===== src/rtl/fast_pkg.sv =====
// Shared types and constants for the FAST front-end blocks.
// State encodings stay plain localparams so legacy RTL can compare against them directly.
package fast_pkg;

    localparam int unsigned COORD_W         = 10;
    localparam int unsigned PIXEL_WIDTH_DEF = 8;

    typedef logic [2:0] state_t;

    localparam state_t StIdle   = 3'd0;
    localparam state_t StSync   = 3'd1;
    localparam state_t StPrst   = 3'd2;
    localparam state_t StStream = 3'd3;
    localparam state_t StFlush  = 3'd4;
    localparam state_t StDone   = 3'd5;

endpackage


===== src/rtl/fast_stream_ctrl_if.sv =====
// Valid/ready pixel stream from the DMA, with start-of-frame (tuser) and end-of-line (tlast).
// master drives pixels (DMA side), slave accepts them (frame sequencer).
interface fast_stream_ctrl_if import fast_pkg::*; #(
    parameter int unsigned PIXEL_WIDTH = PIXEL_WIDTH_DEF
) ();

    logic [PIXEL_WIDTH-1:0] s_pixel;
    logic                   s_valid;
    logic                   s_sof;
    logic                   s_eol;
    logic                   s_ready;

    modport master (
        output s_pixel,
        output s_valid,
        output s_sof,
        output s_eol,
        input  s_ready
    );

    modport slave (
        input  s_pixel,
        input  s_valid,
        input  s_sof,
        input  s_eol,
        output s_ready
    );

endinterface


===== src/rtl/fast_line_cnt.sv =====
// Column/row raster counter: advances on en, wraps at the frame edges, clr has priority.
// col_last flags the final column of a line, last flags the final pixel of the frame.
module fast_line_cnt import fast_pkg::*; #(
    parameter int unsigned COL_NUM = 640,
    parameter int unsigned ROW_NUM = 480
) (
    input  logic               clk,
    input  logic               rst_n,
    input  logic               en,
    input  logic               clr,
    output logic [COORD_W-1:0] col,
    output logic [COORD_W-1:0] row,
    output logic               col_last,
    output logic               last
);

    localparam logic [COORD_W-1:0] ColMax = COORD_W'(COL_NUM - 1);
    localparam logic [COORD_W-1:0] RowMax = COORD_W'(ROW_NUM - 1);

    logic [COORD_W-1:0] col_q, col_d;
    logic [COORD_W-1:0] row_q, row_d;
    logic               row_last;

    assign col_last = (col_q == ColMax);
    assign row_last = (row_q == RowMax);
    assign last     = col_last && row_last;
    assign col      = col_q;
    assign row      = row_q;

    always_comb begin
        col_d = col_q;
        row_d = row_q;
        if (clr) begin
            col_d = '0;
            row_d = '0;
        end else if (en) begin
            if (col_last) begin
                col_d = '0;
                row_d = row_last ? '0 : row_q + 1'b1;
            end else begin
                col_d = col_q + 1'b1;
            end
        end
    end

    always_ff @(posedge clk or negedge rst_n) begin
        if (!rst_n) begin
            col_q <= '0;
            row_q <= '0;
        end else begin
            col_q <= col_d;
            row_q <= row_d;
        end
    end

endmodule


===== src/rtl/fast_stream_ctrl.sv =====
// Frame sequencer for the FAST 7x7 window generator: SOF alignment, enable gating and flush.
// Define FAST_STREAM_STATS_EN to add the frame_cnt / stall_cnt statistics outputs.
module fast_stream_ctrl import fast_pkg::*; #(
    parameter int unsigned COL_NUM     = 640,
    parameter int unsigned ROW_NUM     = 480,
    parameter int unsigned PIXEL_WIDTH = PIXEL_WIDTH_DEF,
    parameter int unsigned PRST_CYCLES = 2,
    parameter int unsigned FLUSH_LEN   = 3 * COL_NUM + 16
) (
    input  logic                   clk,
    input  logic                   rst_n,
    input  logic                   start,
    input  logic                   abort,
    fast_stream_ctrl_if.slave      dma,
    input  logic                   ds_ready,
    output logic                   pipe_ce,
    output logic                   pipe_rst,
    output logic [PIXEL_WIDTH-1:0] pipe_data,
    output logic [COORD_W-1:0]     col,
    output logic [COORD_W-1:0]     row,
    output logic                   busy,
    output logic                   frame_done,
    output logic                   err_line_len,
    output logic                   err_sof,
    input  logic                   err_clr
`ifdef FAST_STREAM_STATS_EN
    ,
    output logic [15:0]            frame_cnt,
    output logic [31:0]            stall_cnt
`endif
);

    localparam int unsigned PrstW  = (PRST_CYCLES > 1) ? $clog2(PRST_CYCLES) : 1;
    localparam int unsigned FlushW = (FLUSH_LEN > 1) ? $clog2(FLUSH_LEN) : 1;

    state_t              state_q, state_d;
    logic [PrstW-1:0]    prst_q, prst_d;
    logic [FlushW-1:0]   flush_q, flush_d;
    logic                frame_done_q, frame_done_d;
    logic                err_line_q, err_line_d;
    logic                err_sof_q, err_sof_d;

    logic beat;
    logic ready;
    logic cnt_en, cnt_clr;
    logic col_last, last_pix;
    logic line_err, sof_err;

    fast_line_cnt #(
        .COL_NUM (COL_NUM),
        .ROW_NUM (ROW_NUM)
    ) u_line_cnt (
        .clk      (clk),
        .rst_n    (rst_n),
        .en       (cnt_en),
        .clr      (cnt_clr),
        .col      (col),
        .row      (row),
        .col_last (col_last),
        .last     (last_pix)
    );

    // An aborting cycle never consumes a pixel or clocks the generator.
    assign beat = (state_q == StStream) && dma.s_valid && ds_ready && !abort;

    always_comb begin
        ready     = 1'b0;
        pipe_ce   = 1'b0;
        pipe_rst  = 1'b0;
        pipe_data = '0;
        case (state_q)
            StIdle:   pipe_rst = 1'b1;
            // Pre-SOF beats are swallowed; the SOF beat itself is held for PRST.
            StSync:   ready = dma.s_valid && !dma.s_sof && !abort;
            StPrst:   pipe_rst = 1'b1;
            StStream: begin
                ready     = ds_ready && !abort;
                pipe_ce   = beat;
                pipe_data = dma.s_pixel;
            end
            StFlush:  pipe_ce = ds_ready && !abort;
            default:  ;
        endcase
    end

    assign dma.s_ready = ready;
    assign busy        = (state_q != StIdle);

    always_comb begin
        state_d  = state_q;
        prst_d   = prst_q;
        flush_d  = flush_q;
        cnt_en   = 1'b0;
        cnt_clr  = 1'b0;
        line_err = 1'b0;
        sof_err  = 1'b0;
        if (abort && (state_q != StIdle)) begin
            state_d = StIdle;
            cnt_clr = 1'b1;
        end else begin
            case (state_q)
                StIdle: if (start) state_d = StSync;
                StSync: begin
                    if (dma.s_valid && dma.s_sof) begin
                        state_d = StPrst;
                        prst_d  = PrstW'(PRST_CYCLES - 1);
                    end
                end
                StPrst: begin
                    cnt_clr = 1'b1;
                    if (prst_q == '0) state_d = StStream;
                    else              prst_d  = prst_q - 1'b1;
                end
                StStream: begin
                    if (beat) begin
                        cnt_en   = 1'b1;
                        line_err = (dma.s_eol != col_last);
                        sof_err  = dma.s_sof && ((col | row) != '0);
                        // The counter wraps itself back to (0,0) on the last pixel.
                        if (last_pix) begin
                            state_d = StFlush;
                            flush_d = FlushW'(FLUSH_LEN - 1);
                        end
                    end
                end
                StFlush: begin
                    if (ds_ready) begin
                        if (flush_q == '0) state_d = StDone;
                        else               flush_d = flush_q - 1'b1;
                    end
                end
                StDone:  state_d = start ? StSync : StIdle;
                default: state_d = StIdle;
            endcase
        end
    end

    assign frame_done_d = (state_q == StDone) && !abort;
    assign err_line_d   = line_err ? 1'b1 : (err_clr ? 1'b0 : err_line_q);
    assign err_sof_d    = sof_err  ? 1'b1 : (err_clr ? 1'b0 : err_sof_q);

    always_ff @(posedge clk or negedge rst_n) begin
        if (!rst_n) begin
            state_q      <= StIdle;
            prst_q       <= '0;
            flush_q      <= '0;
            frame_done_q <= 1'b0;
            err_line_q   <= 1'b0;
            err_sof_q    <= 1'b0;
        end else begin
            state_q      <= state_d;
            prst_q       <= prst_d;
            flush_q      <= flush_d;
            frame_done_q <= frame_done_d;
            err_line_q   <= err_line_d;
            err_sof_q    <= err_sof_d;
        end
    end

    assign frame_done   = frame_done_q;
    assign err_line_len = err_line_q;
    assign err_sof      = err_sof_q;

`ifdef FAST_STREAM_STATS_EN
    logic [15:0] frame_cnt_q;
    logic [31:0] stall_cnt_q;

    always_ff @(posedge clk or negedge rst_n) begin
        if (!rst_n) begin
            frame_cnt_q <= '0;
            stall_cnt_q <= '0;
        end else begin
            if (frame_done_d) frame_cnt_q <= frame_cnt_q + 16'd1;
            if ((state_q != StPrst) && (state_d == StPrst)) begin
                stall_cnt_q <= '0;
            end else if ((state_q == StStream) && dma.s_valid && !ds_ready &&
                         (stall_cnt_q != '1)) begin
                stall_cnt_q <= stall_cnt_q + 32'd1;
            end
        end
    end

    assign frame_cnt = frame_cnt_q;
    assign stall_cnt = stall_cnt_q;
`endif

endmodule


===== src/flat_wrapper.sv =====
// flat-port wrapper written by rule: the top's interface ports become plain ports
module fast_stream_ctrl_flat import fast_pkg::*;
#(
    parameter int unsigned COL_NUM     = 640,
    parameter int unsigned ROW_NUM     = 480,
    parameter int unsigned PIXEL_WIDTH = PIXEL_WIDTH_DEF,
    parameter int unsigned PRST_CYCLES = 2,
    parameter int unsigned FLUSH_LEN   = 3 * COL_NUM + 16
)
  (clk, rst_n, start, abort, ds_ready, pipe_ce, pipe_rst, pipe_data, col, row, busy, frame_done, err_line_len, err_sof, err_clr, dma_s_pixel, dma_s_valid, dma_s_sof, dma_s_eol, dma_s_ready);
  fast_stream_ctrl_if #(.PIXEL_WIDTH(PIXEL_WIDTH)) dma_i ();
  input  logic clk;
  input  logic rst_n;
  input  logic start;
  input  logic abort;
  input  logic ds_ready;
  output logic pipe_ce;
  output logic pipe_rst;
  output logic [PIXEL_WIDTH-1:0] pipe_data;
  output logic [COORD_W-1:0] col;
  output logic [COORD_W-1:0] row;
  output logic busy;
  output logic frame_done;
  output logic err_line_len;
  output logic err_sof;
  input  logic err_clr;
  input wire logic [$bits(dma_i.s_pixel)-1:0] dma_s_pixel;
  input wire logic [$bits(dma_i.s_valid)-1:0] dma_s_valid;
  input wire logic [$bits(dma_i.s_sof)-1:0] dma_s_sof;
  input wire logic [$bits(dma_i.s_eol)-1:0] dma_s_eol;
  output wire logic [$bits(dma_i.s_ready)-1:0] dma_s_ready;
  assign dma_i.s_pixel = dma_s_pixel;
  assign dma_i.s_valid = dma_s_valid;
  assign dma_i.s_sof = dma_s_sof;
  assign dma_i.s_eol = dma_s_eol;
  assign dma_s_ready = dma_i.s_ready;
  fast_stream_ctrl #(.COL_NUM(COL_NUM), .ROW_NUM(ROW_NUM), .PIXEL_WIDTH(PIXEL_WIDTH), .PRST_CYCLES(PRST_CYCLES), .FLUSH_LEN(FLUSH_LEN)) u_core (.clk(clk), .rst_n(rst_n), .start(start), .abort(abort), .dma(dma_i), .ds_ready(ds_ready), .pipe_ce(pipe_ce), .pipe_rst(pipe_rst), .pipe_data(pipe_data), .col(col), .row(row), .busy(busy), .frame_done(frame_done), .err_line_len(err_line_len), .err_sof(err_sof), .err_clr(err_clr));
endmodule

===== config.mk =====
export PLATFORM = sky130hd
export DESIGN_NAME = fast_stream_ctrl_flat
export DESIGN_NICKNAME = d
export VERILOG_FILES = /design/src/rtl/fast_pkg.sv /design/src/rtl/fast_stream_ctrl_if.sv /design/src/rtl/fast_line_cnt.sv /design/src/rtl/fast_stream_ctrl.sv /design/src/flat_wrapper.sv
export SDC_FILE = /design/constraint.sdc
export NUM_CORES = 1
export LEC_CHECK = 0
export CORE_MARGIN = 5
export CORE_UTILIZATION = 45
export DETAILED_ROUTE_END_ITERATION = 10
export PLACE_DENSITY = 0.8
export SYNTH_ARGS = -nofsm -noshare
export SYNTH_HDL_FRONTEND = slang
export SYNTH_SLANG_ARGS = --single-unit
export TNS_END_PERCENT = 10

===== constraint.sdc =====
create_clock -name clk -period 3.07 [get_ports clk]
set_input_delay 0.307 -clock clk [delete_from_list [all_inputs] [get_ports clk]]
set_output_delay 0.307 -clock clk [all_outputs]
set_load 0.01 [all_outputs]

==> summary.md, run 1 <==
| Metric | Value |
|---|---|
| Most common cell after layout, fill and taps aside | `clkdlybuf4s50_1` |
| Cells along the critical path | `nand4bb_1 -> or2_2 -> nand2_1 -> clkdlybuf4s50_1` |
| Area grow syn2layout | `29.1%` |
| Ranking of synthesized cells by area | `dfrtp_1 40%, nand2_1 5.1%, nor2_1 4.6%` |
| Num CTS Buffers | `5` |
| Metal1 wirelength | `2670 um` |
| Pleak | `1.24 nW` |
| Critical-path cell with the highest stage delay | `dfrtp_1` |
| CP top delay family | `simple AND/OR/NAND/NOR gates` |
| Worst skew pair latency | `0.29 ns` |
| CP Launch Type | `flop` |
| Arr. time, crit path | `2.31 ns` |
| Row count | `26` |
| Main combinational cell family by area after synthesis | `simple AND/OR/NAND/NOR gates` |
| First-pass GRT wire length | `10400 um` |
| Post-route minimum period | `2.61 ns` |
| Compound-Gate Fraction of Synth Area | `0.168` |
| Initial DRT Pass Iterations | `5` |
| Met2 WL | `2950 um` |
| Clk root buf | `clkbuf_8` |
| Mean Syn Cell Area | `8.60 um^2` |
| Detailed Route WL | `6240 um` |
| #FFs+latches synth | `38` |
| Most area-hungry cell type in the Yosys netlist | `dfrtp_1` |
| Most frequent cells in the layout | `50 x clkdlybuf4s50_1, 38 x dfrtp_1, 32 x nand2_1` |
| Required @ worst endpoint | `2.76 ns` |
| Setup bufs post-CTS | `0` |
| Worst Setup End Kind | `primary output` |
| Hold_buf cts | `0` |
| Layout cell share with drive strength beyond 1 | `0.0642` |
| Pin count of the biggest net entering global routing | `39` |
| Initial antenna violation count | `0` |
| Status | `finished, final reports clean` |
| Max-slew violations | `0` |
| Mapped cell area | `2350 um^2` |
| Placement Setup Slack | `0.645 ns` |
| Fill count | `473` |
| Die height | `82.2 um` |
| # resized after CTS | `0` |
| Wire length on met3 | `529 um` |
| Post-synthesis cell type count | `52` |
| Number of flops mapped to enable cells by yosys | `0` |
| Slowest stage delay, CP | `0.56 ns` |
| Setup_tns | `0 ns` |
| Detailed-route via count | `2315` |
| Hold Fails Final Rpt | `0` |
| Warnings, synthesis | `0` |
| Max-cap viol count | `0` |
| DRC Markers | `0` |
| Async set-reset flop share out of synthesis | `1.00` |
| Final worst slack | `0.457 ns` |
| CTS sink cnt | `38` |
| Synth Area in Adders | `0.0213` |
| Rel. slew slack | `0.431` |
| Core ar. | `5070 um^2` |
| XOR/XNOR share of the synthesized area | `0.0448` |
| Antenna violation net count after detailed routing | `0` |
| HPWL reported at the end of detailed placement | `4580 um` |
| RSZ-0062 raised after global routing | `false` |
| PwrDens | `400 nW/um^2` |
| Synth Instances | `273` |
| Post-Syn Nets | `294` |
| Share of the synthesized area in the top cell type | `0.405` |
| Hold Crit Class | `in2async` |
| GR Util All Layers | `0.197` |
| Initial Util | `0.463` |
| Setup Skew | `0.00583 ns` |
| Number of global-route vias before repair | `2129` |
| Fmax | `383 MHz` |
| # setup viols final | `0` |
| Ant. Diodes | `0` |
| Multiplexer share of the synthesized area | `0.00426` |
| Clock Tree Buf Depth | `2` |
| Final period util | `0.851` |
| TritonCTS clock tree | `yes` |
| Synth Area in Simple Gates | `0.318` |
| H-tree depth | `2` |
| Worst-path fanout max | `17` |
| Setup CP Type | `reg2out` |
| Post-DR vias/cell | `5.83` |
| Die width | `82.2 um` |
| Crit path buffers/inverters | `1` |
| Clock slew seen by the registers of the worst setup and hold paths | `0.08 ns` |
| # nets final | `347` |
| Peak VDD IR | `233 uV` |
| Tightest Pin Transition | `0.853 ns` |
| Sequential share of the synthesized area | `0.405` |
| Prevailing post-synth register cell | `dfrtp_1` |
| DR iter-0 viols | `186` |
| Ports | `52` |
| Top Layer Used | `met4` |
| Final GP Congestion | `0.857` |
| Congestion Overflow GR | `0` |
| Die area | `6760 um^2` |
| Count of input and output buffers | `51` |
| WL/cell | `15.7 um` |
==> cells by family (layout without fill, tap and decap cells) <==
family / count (synthesis) / count (layout)
simple gates: 137 / 137
compound gates: 59 / 59
flops: 38 / 38
buf+inv: 22 / 76
xor+xnor: 12 / 12
fa+ha+maj: 4 / 4
mux: 1 / 1
==> final timing paths <==
kind                                            endpoint                from  cells after the start  slack (ns)
worst min-delay path            u_core.u_line_cnt.row[6]               rst_n                      1        0.12
max in group asynchronous              u_core.state_q[2]               rst_n                      1        2.41
worst max register to register         u_core.flush_q[7]   u_core.flush_q[0]                      7        0.60
worst max-delay path                             pipe_ce   u_core.state_q[2]                      4        0.46
min in group clk                      u_core.flush_q[10]  u_core.flush_q[10]                      1        0.49
worst min register to register        u_core.flush_q[10]  u_core.flush_q[10]                      1        0.49
==> stage by stage <==
| step | total power, mW | cells | instance area (um^2) | utilization | hold slack [ns] |
|---|---|---|---|---|---|
| after detailed placement | 0.797 | 389 | 2920 | 0.576 | 0.468 |
| after CTS | 1.22 | 397 | 3030 | 0.598 | 0.154 |
| after floorplan | 0.693 | 273 | 2350 | - | 0.0114 |
| after global routing | 1.27 | 397 | 3030 | 0.598 | 0.213 |
| after global placement | 0.792 | 389 | 2920 | 0.576 | 0.464 |
| final | 1.21 | 397 | 3030 | 0.598 | 0.119 |
==> Yosys cell counts, types with 2 or more instances <==
library cell  instances
ha_1                  4
or3_1                 2
nor4_1               10
nand3_1              12
xor2_1                8
a22oi_1               3
o22a_1                2
a21oi_1               8
and2_1                9
nand4bb_1             2
a21o_1                2
nand4b_1              3
nand2b_1              3
o21ai_0              18
and3_1                3
inv_1                14
nor3_1                8
a21boi_0              2
nand2_1              32
nor2_1               29
clkbuf_1              5
or4_1                 3
xnor2_1               4
o31ai_1               9
nand4_1               9
dfrtp_1              38
nor3b_1               2
o21a_1                5
==> layout make-up <==
cell class / count / area, um^2 / area share
clock buffer: 5 / 68.8 / 0.0227
timing repair buffer: 54 / 528 / 0.174
tap: 70 / 87.6 / 0.0289
inverter: 14 / 52.6 / 0.0173
sequential: 38 / 951 / 0.314
multi-input combinational: 213 / 1310 / 0.430
clock inverter: 3 / 40.0 / 0.0132
==> sequential cells by signal (all words and copies together) (netlist names) <==
signal	count
u_core.err_sof	1
u_core.state_q	3
u_core.u_line_cnt.row	10
u_core.err_line_len	1
u_core.flush_q	11
u_core.u_line_cnt.col	10
u_core.frame_done	1
u_core.prst_q	1
==> where the power goes <==
part           internal, mW  leakage [nW]  switching, mW  total (mW)
Clock                 0.239        0.0579          0.183       0.423
Combinational        0.0999         0.679          0.137       0.237
Sequential            0.520         0.502         0.0341       0.554
==> layer usage <==
layer	GRT usage	up-vias
met5	0	-
met4	0.0548	0
met3	0.0423	13
met2	0.329	101
met1	0.256	1107
li1	-	1094
Power figures use the tool's default switching activity.
==> run 2: changes to the inputs <==
- MAX_ROUTING_LAYER: unset -> met4
==> summary.md, run 2 (synthesis results as in run 1) <==
| Metric | Value |
|---|---|
| Status | `finished, final reports clean (unchanged)` |
| CTS sink cnt | `38 (unchanged)` |
| Fmax | `386 MHz (was 383 MHz)` |
| Most flops, register | `u_core.flush_q (unchanged)` |
| Post-route minimum period | `2.59 ns (was 2.61 ns)` |
| Setup CP Type | `reg2out (unchanged)` |
| CP Launch Type | `flop (unchanged)` |
| Pleak | `1.24 nW (unchanged)` |
| Num CTS Buffers | `5 (unchanged)` |
| Row count | `26 (unchanged)` |
| Max-cap viol count | `0 (unchanged)` |
| WL/cell | `15.6 um (was 15.7 um)` |
| Rel. slew slack | `0.434 (was 0.431)` |
| Die height | `82.2 um (unchanged)` |
| Final GP Congestion | `0.870 (was 0.857)` |
| RSZ-0062 raised after global routing | `false (unchanged)` |
| Initial Util | `0.463 (unchanged)` |
| DRC Markers | `0 (unchanged)` |
| Initial antenna violation count | `0 (unchanged)` |
| Hold Fails Final Rpt | `0 (unchanged)` |
| Reg area | `951 um^2 (unchanged)` |
| Clock Tree Buf Depth | `2 (unchanged)` |
| Die area | `6760 um^2 (unchanged)` |
| Pin count of the biggest net entering global routing | `39 (unchanged)` |
| Ports | `52 (unchanged)` |
| GR Util All Layers | `0.202 (was 0.197)` |
| Final period util | `0.845 (was 0.851)` |
| TritonCTS clock tree | `yes (unchanged)` |
| Number of global-route vias before repair | `2124 (was 2129)` |
| Reg2Reg Depth | `7 (unchanged)` |
| Worst r2r dst | `u_core.flush_q[7] (unchanged)` |
| Max-slew violations | `0 (unchanged)` |
| Most frequent cells in the layout | `50 x clkdlybuf4s50_1, 38 x dfrtp_1, 32 x nand2_1 (unchanged)` |
| Worst setup path endpoint | `pipe_ce (unchanged)` |
| Hold WS | `0.118 ns (was 0.119 ns)` |
| Core ar. | `5070 um^2 (unchanged)` |
| Clock slew seen by the registers of the worst setup and hold paths | `0.08 ns (about the same)` |
| Peak VDD IR | `234 uV (was 233 uV)` |
| Count of input and output buffers | `51 (unchanged)` |
| # nets final | `347 (unchanged)` |
| Worst-path fanout max | `17 (unchanged)` |
| DR iter-0 viols | `173 (was 186)` |
| Arr. time, crit path | `2.29 ns (was 2.31 ns)` |
| Detailed-route via count | `2307 (was 2315)` |
| Setup Skew | `0.00647 ns (was 0.00583 ns)` |
| Reg2Reg Launch Point | `u_core.flush_q[0] (unchanged)` |
| Layout cell share with drive strength beyond 1 | `0.0642 (unchanged)` |
| Post-DR vias/cell | `5.81 (was 5.83)` |
| Worst Setup End Kind | `primary output (unchanged)` |
| First-pass GRT wire length | `10400 um (unchanged)` |
| Setup bufs post-CTS | `0 (unchanged)` |
| Congestion Overflow GR | `0 (unchanged)` |
| Max reg flops | `11 (unchanged)` |
| Antenna violation net count after detailed routing | `0 (unchanged)` |
| Flop2flop setup slack | `0.61 ns (was 0.60 ns)` |
| Initial DRT Pass Iterations | `5 (unchanged)` |
| HPWL reported at the end of detailed placement | `4580 um (unchanged)` |
| Setup_tns | `0 ns (unchanged)` |
| Detailed Route WL | `6200 um (was 6240 um)` |
| Clk root buf | `clkbuf_8 (unchanged)` |
| Placed insts | `389 (unchanged)` |
| Hold_buf cts | `0 (unchanged)` |
| H-tree depth | `2 (unchanged)` |
| Fill count | `473 (unchanged)` |
| Total power | `1.21 mW (about the same)` |
| # setup viols final | `0 (unchanged)` |
| Hold Crit Class | `in2async (unchanged)` |
| Tightest Pin Transition | `0.849 ns (was 0.853 ns)` |
| Final non-filler cell total | `397 (unchanged)` |
| Ant. Diodes | `0 (unchanged)` |
| Most common cell after layout, fill and taps aside | `clkdlybuf4s50_1 (unchanged)` |
| Worst skew pair latency | `0.29 ns (about the same)` |
| Area grow syn2layout | `29.1% (unchanged)` |
| # resized after CTS | `0 (unchanged)` |
| PwrDens | `400 nW/um^2 (about the same)` |
| Die width | `82.2 um (unchanged)` |
| Critical Path Start | `u_core.state_q[2] (unchanged)` |
| Area of the multi-input gates | `1310 um^2 (unchanged)` |
| Required @ worst endpoint | `2.76 ns (about the same)` |
[run 2: cell counts in the layout (fill, tap and decap cells not counted)]
Identical to the previous run, type by type.
[run 2: stage by stage]
step	setup WS [ns]	utilization	area, um^2
floorplan	0.832	-	2350
global placement	0.663	0.576	2920
detailed placement	0.645	0.576	2920
CTS	0.475	0.598	3030
global route	0.305	0.598	3030
finish	0.476	0.598	3030
[run 2: how the worst min path moves through the flow]
stage | startpoint | endpoint | slack, ns
5_1_grt | rst_n | u_core.u_line_cnt.col[9] | 0.21
6_report | rst_n | u_core.u_line_cnt.row[6] | 0.12
3_3_place_gp | rst_n | u_core.u_line_cnt.row[0] | 0.46
2_1_floorplan | rst_n | u_core.err_line_len | 0.01
4_1_cts | rst_n | u_core.u_line_cnt.row[0] | 0.15
3_5_place_dp | rst_n | u_core.u_line_cnt.row[0] | 0.47
[run 2: area by class of cell]
type | instances | share of cell area
Inverter | 14 | 0.0173
Timing Repair Buffer | 54 | 0.174
Clock buffer | 5 | 0.0227
Clock inverter | 3 | 0.0132
Sequential cell | 38 | 0.314
Multi-Input combinational cell | 213 | 0.430
Tap cell | 70 | 0.0289
[run 2: power by group]
group / internal (mW) / total (mW) / switching (mW)
Combinational: 0.0999 / 0.236 / 0.137
Sequential: 0.520 / 0.554 / 0.0346
Clock: 0.239 / 0.423 / 0.184
[run 2: critical path, cell delays in order, from the launching register on]
cell	delay, ns
dfrtp_1	0.55
nand4bb_1	0.41
or2_2	0.41
nand2_1	0.09
clkdlybuf4s50_1	0.54
[run 2: layer usage]
| metal | vias up | global-route usage | routed length (um) |
|---|---|---|---|
| met5 | - | - | 0 |
| met4 | 0 | 0.0548 | 95 |
| met3 | 13 | 0.0423 | 479 |
| met2 | 87 | 0.329 | 2900 |
| met1 | 1114 | 0.256 | 2720 |
| li1 | 1093 | - | - |
==> run 3: changes to the inputs <==
- PLACE_DENSITY: 0.8 -> 0.83
- clock period: 3.07 -> 2.2 ns (I/O delays scaled with it)
==> summary.md, run 3 (synthesis results as in run 1) <==
| Metric | Value |
|---|---|
| Status | `finished, violations left (was finished, final reports clean)` |
| Violated checks | `setup timing` |
| Post-route minimum period | `2.22 ns` |
| Flop2flop setup slack | `0.10 ns (was 0.61 ns)` |
| Tightest Pin Transition | `0.845 ns (was 0.849 ns)` |
| Crit path buffers/inverters | `1 (unchanged)` |
| Reg2Reg Launch Point | `u_core.flush_q[7] (was u_core.flush_q[0])` |
| Reg area | `953 um^2 (was 951 um^2)` |
| Post-DR vias/cell | `5.78 (was 5.81)` |
| # setup viols final | `1 (was 0)` |
| Critical-path cell with the highest stage delay | `clkdlybuf4s50_1 (was dfrtp_1)` |
| Clock slew seen by the registers of the worst setup and hold paths | `0.08 ns (about the same)` |
| Max-slew violations | `0 (unchanged)` |
| Hold WS | `0.0310 ns (was 0.118 ns)` |
| Most flops, register | `u_core.flush_q (unchanged)` |
| Area of the multi-input gates | `1330 um^2 (was 1310 um^2)` |
| Setup Skew | `0.00301 ns (was 0.00647 ns)` |
| Antenna violation net count after detailed routing | `0 (unchanged)` |
| Worst skew pair latency | `0.29 ns (about the same)` |
| Worst Setup End Kind | `primary output (unchanged)` |
| Die width | `82.2 um (unchanged)` |
| Hold Fails Final Rpt | `0 (unchanged)` |
| Num CTS Buffers | `5 (unchanged)` |
| Initial DRT Pass Iterations | `5 (unchanged)` |
| GR Util All Layers | `0.211 (was 0.202)` |
| DR iter-0 viols | `196 (was 173)` |
| RSZ-0062 raised after global routing | `true (was false)` |
| Reg2Reg Depth | `5 (was 7)` |
| Final Util | `0.626 (was 0.598)` |
| H-tree depth | `2 (unchanged)` |
| TritonCTS clock tree | `yes (unchanged)` |
| Final period util | `1.01` |
| Pleak | `1.33 nW (was 1.24 nW)` |
| Initial Util | `0.463 (unchanged)` |
| Arr. time, crit path | `2.00 ns (was 2.29 ns)` |
| Most frequent cells in the layout | `49 x clkdlybuf4s50_1, 36 x dfrtp_1, 32 x nand2_1 (was 50 x clkdlybuf4s50_1, 38 x dfrtp_1, 32 x nand2_1)` |
| DRC Markers | `0 (unchanged)` |
| WL/cell | `15.7 um (was 15.6 um)` |
| Pin count of the biggest net entering global routing | `39 (unchanged)` |
| Setup CP Type | `reg2out (unchanged)` |
| Rel. slew slack | `0.436 (was 0.434)` |
| Area grow syn2layout | `35.4% (was 29.1%)` |
| Ports | `52 (unchanged)` |
| Fill count | `444 (was 473)` |
| Row count | `26 (unchanged)` |
| HPWL reported at the end of detailed placement | `4730 um (was 4580 um)` |
| Initial antenna violation count | `0 (unchanged)` |
| CP Launch Type | `flop (unchanged)` |
| Hold_buf cts | `0 (unchanged)` |
| # nets final | `364 (was 347)` |
| Core ar. | `5070 um^2 (unchanged)` |
| Most common cell after layout, fill and taps aside | `clkdlybuf4s50_1 (unchanged)` |
| Cells along the critical path | `nand4bb_1 -> or2_2 -> nand2_1 -> clkdlybuf4s50_1 (unchanged)` |
| Final worst slack | `-0.0215 ns (was 0.476 ns)` |
| Ant. Diodes | `0 (unchanged)` |
| Die area | `6760 um^2 (unchanged)` |
| Count of input and output buffers | `51 (unchanged)` |
| Layout cell share with drive strength beyond 1 | `0.131 (was 0.0642)` |
| Max reg flops | `11 (unchanged)` |
| First-pass GRT wire length | `10700 um (was 10400 um)` |
| CTS sink cnt | `38 (unchanged)` |
| Detailed-route via count | `2391 (was 2307)` |
| Placement Setup Slack | `-0.0117 ns (was 0.645 ns)` |
| Final GP Congestion | `0.880 (was 0.870)` |
| Setup bufs post-CTS | `0 (unchanged)` |
| Congestion Overflow GR | `0 (unchanged)` |
| Hold Crit Class | `in2async (unchanged)` |
| Number of global-route vias before repair | `2272 (was 2124)` |
| Detailed Route WL | `6490 um (was 6200 um)` |
| Clock Tree Buf Depth | `2 (unchanged)` |
| Slowest stage delay, CP | `0.54 ns (was 0.55 ns)` |
| CP top delay family | `simple AND/OR/NAND/NOR gates (unchanged)` |
| Max-cap viol count | `0 (unchanged)` |
| PwrDens | `527 nW/um^2 (was 400 nW/um^2)` |
| Required @ worst endpoint | `1.98 ns (was 2.76 ns)` |
| Worst r2r dst | `u_core.flush_q[4] (was u_core.flush_q[7])` |
| Setup_tns | `-0.0215 ns (was 0 ns)` |
| Die height | `82.2 um (unchanged)` |
| Peak VDD IR | `298 uV (was 234 uV)` |
| Fmax | `450 MHz` |
| Worst-path fanout max | `7 (was 17)` |
| Clk root buf | `clkbuf_8 (unchanged)` |
==> run 3: cell types whose count changed in the layout (fill, tap and decap cells not counted), moves of 2 or more <==
cell	change
buf_4	+17
dfrtp_1	-2
dfrtp_2	+2
inv_1	-2
inv_2	+2
==> run 3: stage by stage <==
stage          cells  instance area [um^2]  power, mW
2_1_floorplan    273                  2350      0.968
4_1_cts          414                  3170       1.68
5_1_grt          414                  3180       1.77
3_5_place_dp     406                  3060       1.16
3_3_place_gp     406                  3060       1.15
6_report         414                  3180       1.67
==> run 3: metal layers <==
| layer | global-route usage | wire length, um | vias up |
|---|---|---|---|
| met5 | - | 0 | - |
| met1 | 0.274 | 2860 | 1164 |
| met2 | 0.328 | 3060 | 91 |
| met4 | 0.0648 | 82 | 0 |
| li1 | - | - | 1129 |
| met3 | 0.0466 | 487 | 7 |
==> run 3: repair_timing <==
item	4_1_cts	5_1_grt
pin swaps	0	2
setup endpoints to repair	11	19
gates resized for setup	5	3
==> run 3: area by class of cell <==
class,count,share of cell area
multi-input cells,213,0.419
flip-flops and latches,38,0.300
repair buffers,71,0.207
well taps,70,0.0275
clock buffers,6,0.0260
inverters,14,0.0165
clock inverters,2,0.00394
==> run 3: where the power goes <==
part	internal [mW]	total [mW]	switching, mW
registers	0.727	0.769	0.0419
logic	0.181	0.399	0.218
clock network	0.252	0.506	0.254
==> run 3: how the worst max path moves through the flow <==
stage                                  from                 end  slack, ns  depth (start not counted)
after floorplan           u_core.flush_q[0]   u_core.flush_q[3]       0.04                          8
after global placement    u_core.flush_q[0]   u_core.flush_q[3]       0.05                          7
after detailed placement              abort  u_core.flush_q[10]      -0.01                          7
after CTS                 u_core.state_q[0]             pipe_ce      0.002                          5
after global routing      u_core.state_q[0]             pipe_ce      -0.07                          5
final                     u_core.state_q[2]             pipe_ce      -0.02                          4
